--- src/rtl/rega_controller.sv ---
// rega_controller: irrigation valve sequencer (IDLE/WATER/COOL/FAULT) with J/K valve pulses.
module rega_controller #(
  parameter int MAX_ON = 30,
  parameter int COOL_T = 10
) (
  input  logic       clk,
  input  logic       clear_n,
  input  logic       tick,
  input  logic       soil_dry,
  input  logic       tank_low,
  input  logic       manual_req,
  output logic       valve_j,
  output logic       valve_k,
  output logic       valve_on,
  output logic [1:0] state,
  output logic       alarm
);
  typedef enum logic [1:0] {IDLE = 2'b00, WATER = 2'b01, COOL = 2'b10, FAULT = 2'b11} st_t;
  st_t        st_q, st_d;
  logic [1:0] dry_q, low_q, man_q;
  logic       man_prev_q, man_rise_q, manual_q, manual_d, j_q, k_q;
  logic [7:0] cnt_q, cnt_d;
  logic       dry_s, low_s, expired;
  assign dry_s   = dry_q[1];
  assign low_s   = low_q[1];
  assign expired = tick && cnt_q == (st_q == WATER ? 8'(MAX_ON - 1) : 8'(COOL_T - 1));
  always_comb begin
    st_d     = st_q;
    manual_d = manual_q;
    case (st_q)
      IDLE:  if (low_s) st_d = FAULT;
             else if (dry_s || man_rise_q) begin
               st_d     = WATER;
               manual_d = man_rise_q;
             end
      WATER: st_d = low_s ? FAULT : (expired || (!manual_q && !dry_s)) ? COOL : WATER;
      COOL:  st_d = low_s ? FAULT : expired ? IDLE : COOL;
      FAULT: st_d = low_s ? FAULT : COOL;
    endcase
    cnt_d = (st_d != st_q) ? 8'd0 : (tick && (st_q == WATER || st_q == COOL)) ? cnt_q + 8'd1 : cnt_q;
  end
  // The rise detector is registered, giving manual requests one more cycle of latency than soil/tank.
  always_ff @(posedge clk or negedge clear_n) begin
    if (!clear_n) begin
      st_q       <= IDLE;
      dry_q      <= '0;
      low_q      <= '0;
      man_q      <= '0;
      man_prev_q <= 1'b0;
      man_rise_q <= 1'b0;
      manual_q   <= 1'b0;
      cnt_q      <= '0;
      j_q        <= 1'b0;
      k_q        <= 1'b0;
    end else begin
      st_q       <= st_d;
      dry_q      <= {dry_q[0], soil_dry};
      low_q      <= {low_q[0], tank_low};
      man_q      <= {man_q[0], manual_req};
      man_prev_q <= man_q[1];
      man_rise_q <= man_q[1] & ~man_prev_q;
      manual_q   <= manual_d;
      cnt_q      <= cnt_d;
      j_q        <= st_d == WATER && st_q != WATER;
      k_q        <= st_q == WATER && st_d != WATER;
    end
  end
  assign valve_j  = j_q;
  assign valve_k  = k_q;
  assign valve_on = st_q == WATER;
  assign state    = st_q;
  assign alarm    = st_q == FAULT;
endmodule
--- config.mk ---
export PLATFORM = sky130hd
export DESIGN_NAME = rega_controller
export DESIGN_NICKNAME = d
export VERILOG_FILES = /design/src/rtl/rega_controller.sv
export SDC_FILE = /design/constraint.sdc
export NUM_CORES = 1
export LEC_CHECK = 0
export ABC_AREA = 1
export ABC_CLOCK_PERIOD_IN_PS = 2540
export CAP_MARGIN = 20
export CORE_MARGIN = 2
export CORE_UTILIZATION = 40
export DETAILED_ROUTE_END_ITERATION = 10
export GPL_ROUTABILITY_DRIVEN = 0
export SLEW_MARGIN = 10
export SYNTH_ARGS = -nofsm -noshare
export SYNTH_HDL_FRONTEND = slang
export SYNTH_SLANG_ARGS = --single-unit
--- constraint.sdc ---
create_clock -name clk -period 2.54 [get_ports clk]
set_input_delay 0.508 -clock clk [delete_from_list [all_inputs] [get_ports clk]]
set_output_delay 0.508 -clock clk [all_outputs]
set_load 0.01 [all_outputs]
# Word-level counts from Yosys, hierarchy flattened
# Cells that the tools add are included.
dict set report totals {
  inputBits 6
  rom_bits 0
  memories 0
  output_inout_bits 6
  latch_bits 0
  word_cells 46
  reg_bits 21
  ram_bits 0
}
dict set report classes {
  n_addsub 1
  mux 11
  shift 0
  eq_ne 8
  n_reduce_logical 13
  n_div 0
  bitwise_logic 3
  n_lt_le_gt_ge 0
  multipliers 0
}
# operator n
set op_table {}
lappend op_table {{2-to-1 mux 8 bit} 2}
lappend op_table {{2-to-1 mux 2 bit} 6}
lappend op_table {{adder 8 x 1 -> 8 bit, second input constant} 1}
lappend op_table {{equality test 8 x 5 -> 1 bit} 1}
lappend op_table {{case mux 2 bit (4 select lines)} 1}
lappend op_table {{logical AND 1 bit} 5}
lappend op_table {{2-to-1 mux 5 bit} 1}
lappend op_table {{equality test 2 x 1 -> 1 bit, second input constant} 2}
lappend op_table {{equality test 2 bit, second input constant} 2}
lappend op_table {{!= test 2 x 1 -> 1 bit, second input constant} 2}
lappend op_table {{logical OR 1 bit} 3}
lappend op_table {{AND reduction 3 bit} 1}
lappend op_table {{logical NOT 1 bit} 2}
lappend op_table {{logical NOT 2 bit} 1}
lappend op_table {{!= test 2 bit} 1}
lappend op_table {{NOT 1 bit} 2}
lappend op_table {{nonzero test 2 bit} 1}
lappend op_table {{AND 1 bit} 1}
lappend op_table {{2-to-1 mux 1 bit} 1}

# Logic depth before layout (Yosys ltp)
# Gate-level depths: netlist (run 1).
dict set report logic_depth {
  depth_word 10
  depth_mapped 14
  ltp_nobuf 14
}

# Worst setup path after synthesis (run 1)
# OpenSTA, ideal clock, no wires.
dict set report synth_path {
  kind {register -> register}
  start {register st_q[1] (netlist: state[1])}
  end {register cnt_q[4]}
  required_time_ps 2419
  stages_incl_launch_ff 15
  period_less_slack_ps 1781
  n_path_buf 0
  path_slack_ps 759
  arrival_ps 1660
  setup_time_ps 121
  path_cell_list {dfrtp_1 -> inv_1 -> ha_1 -> nor2_1 -> nand2_1 -> nand2_1 -> nand3_2 -> nand3_1 -> nand2_1 -> nand2_2 -> nand2_4 -> nand2_2 -> nand2_2 -> nand2_4 -> nor2_2}
}
dict set report synth_between {
  elab_chain_cells 10
  word_cells_on_any_way 20
  classes_between {eq/ne (5); mux (9); reduce/logical (6)}
}
# item line_no
set synth_rtl {}
lappend synth_rtl {{start, declared} 19} ;# st_t st_q, st_d;
lappend synth_rtl {{start signal, assigned} 56} ;# st_q <= st_d;
lappend synth_rtl {{equality test 2 x 1 -> 1 bit *} --}
lappend synth_rtl {{via valve_on} 14} ;# output logic valve_on,
lappend synth_rtl {{2-to-1 mux 5 bit} 26} ;# assign expired = tick && cnt_q == (st_q == WATER ? 8'(MAX_ON - 1) : 8'(COOL_T - 1));
lappend synth_rtl {{equality test 8 x 5 -> 1 bit} 26}
lappend synth_rtl {{logical AND 1 bit} 26}
lappend synth_rtl {{logical OR 1 bit} 36} ;# WATER: st_d = low_s ? FAULT : (expired || (!manual_q && !dry_s)) ? COOL : WATER;
lappend synth_rtl {{2-to-1 mux 2 bit (2 in a row)} 36}
lappend synth_rtl {{case mux 2 bit (4 select lines)} 30} ;# case (st_q)
lappend synth_rtl {{!= test 2 bit} 40} ;# cnt_d = (st_d != st_q) ? 8'd0 : (tick && (st_q == WATER || st_q == COOL)) ? cnt_q + 8'd1 : cnt_q;
lappend synth_rtl {{2-to-1 mux 8 bit / nonzero test 2 bit (equally long branches)} --}
lappend synth_rtl {{end signal, assigned} 63} ;# cnt_q <= cnt_d;
lappend synth_rtl {{end, declared} 22} ;# logic [7:0] cnt_q, cnt_d;
# The timed path passes the listed nets; every way through them passes the cells marked *.
# A chain may end at the register's enable or synchronous reset.

# Worst setup path after layout (run 1)
dict set report layout_path {
  start {register st_q[1] (netlist: state[1])}
  end {output valve_on}
}
dict set report layout_between {
  elab_chain_cells 1
}
# item line_no
set layout_rtl {}
lappend layout_rtl {{equality test 2 x 1 -> 1 bit} 70} ;# assign valve_on = st_q == WATER;
lappend layout_rtl {{end, declared} 14}
# No other way between the ends.

==> results of run 1 <==
-- area by class of cell --
cell class / instances / area share, %
sequential: 21 / 42.1
multi-input combinational: 76 / 38.2
timing repair buffer: 12 / 9.43
inverter: 13 / 5.02
tap: 30 / 3.01
clock buffer: 3 / 1.81
clock inverter: 1 / 0.401
-- stage by stage --
step           setup slack (ps)  cell area, um2  util (%)  cells  total power, uW
2_1_floorplan               759            1060         -    110              857
3_3_place_gp                543            1220      48.8    152             1030
3_5_place_dp                535            1220      48.8    152             1040
6_report                    222            1250      49.9    156             1190
5_1_grt                     113            1250      49.9    156             1290
4_1_cts                     209            1250      49.9    156             1210
-- flip-flops by register name, summed over array words and instances (netlist names) --
register and count:
dry_q 2, man_q 2, valve_k 1, cnt_q 8, man_prev_q 1, manual_q 1
state 2, valve_j 1, low_q 2, man_rise_q 1
-- report_power, final --
part | switching [uW] | total [uW] | internal [uW]
logic | 364 | 601 | 237
clock network | 102 | 161 | 58.7
registers | 44.8 | 429 | 384
total | 511 | 1190 | 680
-- layer usage --
layer | track usage [%] | routed length, um
met5 | 0 | 0
met1 | 16.4 | 827
met3 | 2.79 | 68
met2 | 20.4 | 760
met4 | 8.01 | 50
-- worst max-delay path by stage --
stage                to  slack (ps)  cells past startpoint
6_report       valve_on         220                      3
5_1_grt        valve_on         110                      3
4_1_cts        valve_on         210                      3
3_5_place_dp   cnt_q[6]         540                     12
3_3_place_gp   cnt_q[7]         540                     12
2_1_floorplan  cnt_q[4]         760                     14
-- cells by family (layout without fill, tap and decap cells) --
group | Yosys count | in the layout | share of synthesized area, %
adders and majority gates | 7 | 7 | 8.23
xor gates and xnor gates | 6 | 6 | 4.94
AOI/OAI and AO/OA | 6 | 6 | 3.64
buffers and inverters | 13 | 29 | 5.88
and+or+nand+nor | 57 | 57 | 28.0
DFF | 21 | 21 | 49.4
-- critical path, cell delays in order (launching register included) --
cell	delay, ps
dfrtp_1	460
inv_1	180
ha_1	300
clkdlybuf4s50_1	570
-- placed cells by master (no fill, tap or decap) --
cell | Yosys | layout
clkbuf_4 | 0 | 3
or2_2 | 1 | 1
nand2_2 | 5 | 5
nor2_1 | 12 | 12
o21ai_0 | 2 | 2
nand3_1 | 10 | 10
nor2_2 | 8 | 8
a21oi_1 | 2 | 2
clkinv_2 | 0 | 1
inv_1 | 12 | 12
xor2_1 | 5 | 5
buf_4 | 0 | 1
nand2_4 | 3 | 3
a32o_1 | 1 | 1
ha_1 | 7 | 7
o21ai_2 | 1 | 1
bufinv_8 | 1 | 1
nor3_1 | 1 | 1
nand3_2 | 2 | 2
nand2_1 | 15 | 15
xnor2_1 | 1 | 1
clkdlybuf4s50_1 | 0 | 11
dfrtp_1 | 21 | 21
==> metrics.txt, run 1 <==
status completed; r2r startpoint state[1]; CTS Hold Buffers Added 0; crit path from state[1]; Cell Area, Synth 0.00106 mm2; largest net degree at the start of global routing 22; clock buffer depth 2; EDFF count, synth 0; post-synthesis async set-or-reset flop share 100%; hold_ws 360 ps; FF+latch area 526 um2; Final setup violation count 0; fill cell count 230; diode count 0; worst clock skew 4.34 ps; post-synthesis cell type count 19; Total GRT Usage 13.0%; Post-synth top cells dfrtp_1, nand2_1, inv_1, nor2_1, nand3_1; crit path time final 2320 ps; die area 0.00309 mm2; top cell type by total area after synthesis dfrtp_1; Post-Synthesis Cells 110; Starting Density 42.6%; gr ovfl total 0; Worst Path Required 2030 ps; worst-path fanout max 6; # port buffers 11; # resized after CTS 0; first-pass GRT wire length 3.13 mm; register-to-register setup slack 610 ps; CP arrival 1810 ps; r2r endpoint cnt_q[2]; WS Path Type reg2out; FF+latch count, synth 21; Die W 55.6 um; area of the multi-input gates 477 um2; post-route clock period utilization 91.2%; Max Cap Viol 0; Final ANT Viol Nets 0; cells on worst reg2reg path 14; startpoint types register; Initial DRC Count 5; Num CTS Buffers 3; maximum clock rate 431 MHz; core area 0.00250 mm2; DP HPWL 1.26 mm; Hold Crit Depth 0; initial antenna violation count 0; sequential share of the synthesized area 49.4%; Worst-path clk slew 120 ps; # clock sinks 21; Max H-tree Level 1; Max VDD drop 0.481 mV; Final Slew Violations 0; Synth area leaders dfrtp_1, ha_1, nand2_1, nand3_1, nor2_2; TritonRoute pass-1 iters 3; syn nets 123; Fin. Hold Viols 0; Root Driver clkbuf_4; pin slew with the least headroom to its limit 266 ps; IO Pins 12; Via density 4.63; hold wc startpoint man_q[0]; Die Span Y 55.6 um; drt drc 0; vias in the first global route 737; YS warnings 0; syn avg cell area 9.68 um2; Final #Nets 140; WL final 1.71 mm; top-area cell type share of the netlist area 49.4%; Hold/Removal Path Class reg2reg; vias 723; Post-CTS Setup Inserts 0; CTS tree yes; fraction of layout cells with a size suffix above 1 20.6%; setup TNS 0 ps; most frequent cell after synthesis dfrtp_1; Rows 18; Slew HR 82.2%; Most used DFF post-synth dfrtp_1; RSZ-0062 raised after global routing no; clk_lat worst skew 300 ps; area grow syn2layout 17.2%; Crit. End Element primary output; sink of the worst hold path man_q[1]; Leakage 0.000565 uW; WL per Instance 10.9 um; Pwr Density 954 mW/mm2
Note: power is estimated with default switching activity, not from simulation.
==> inputs of run 2 (changes only) <==
Settings changed: PLACE_DENSITY set to 0.6.
==> results of run 2 <==
The final DEF is identical to that of run 1; final timing and power are the same.
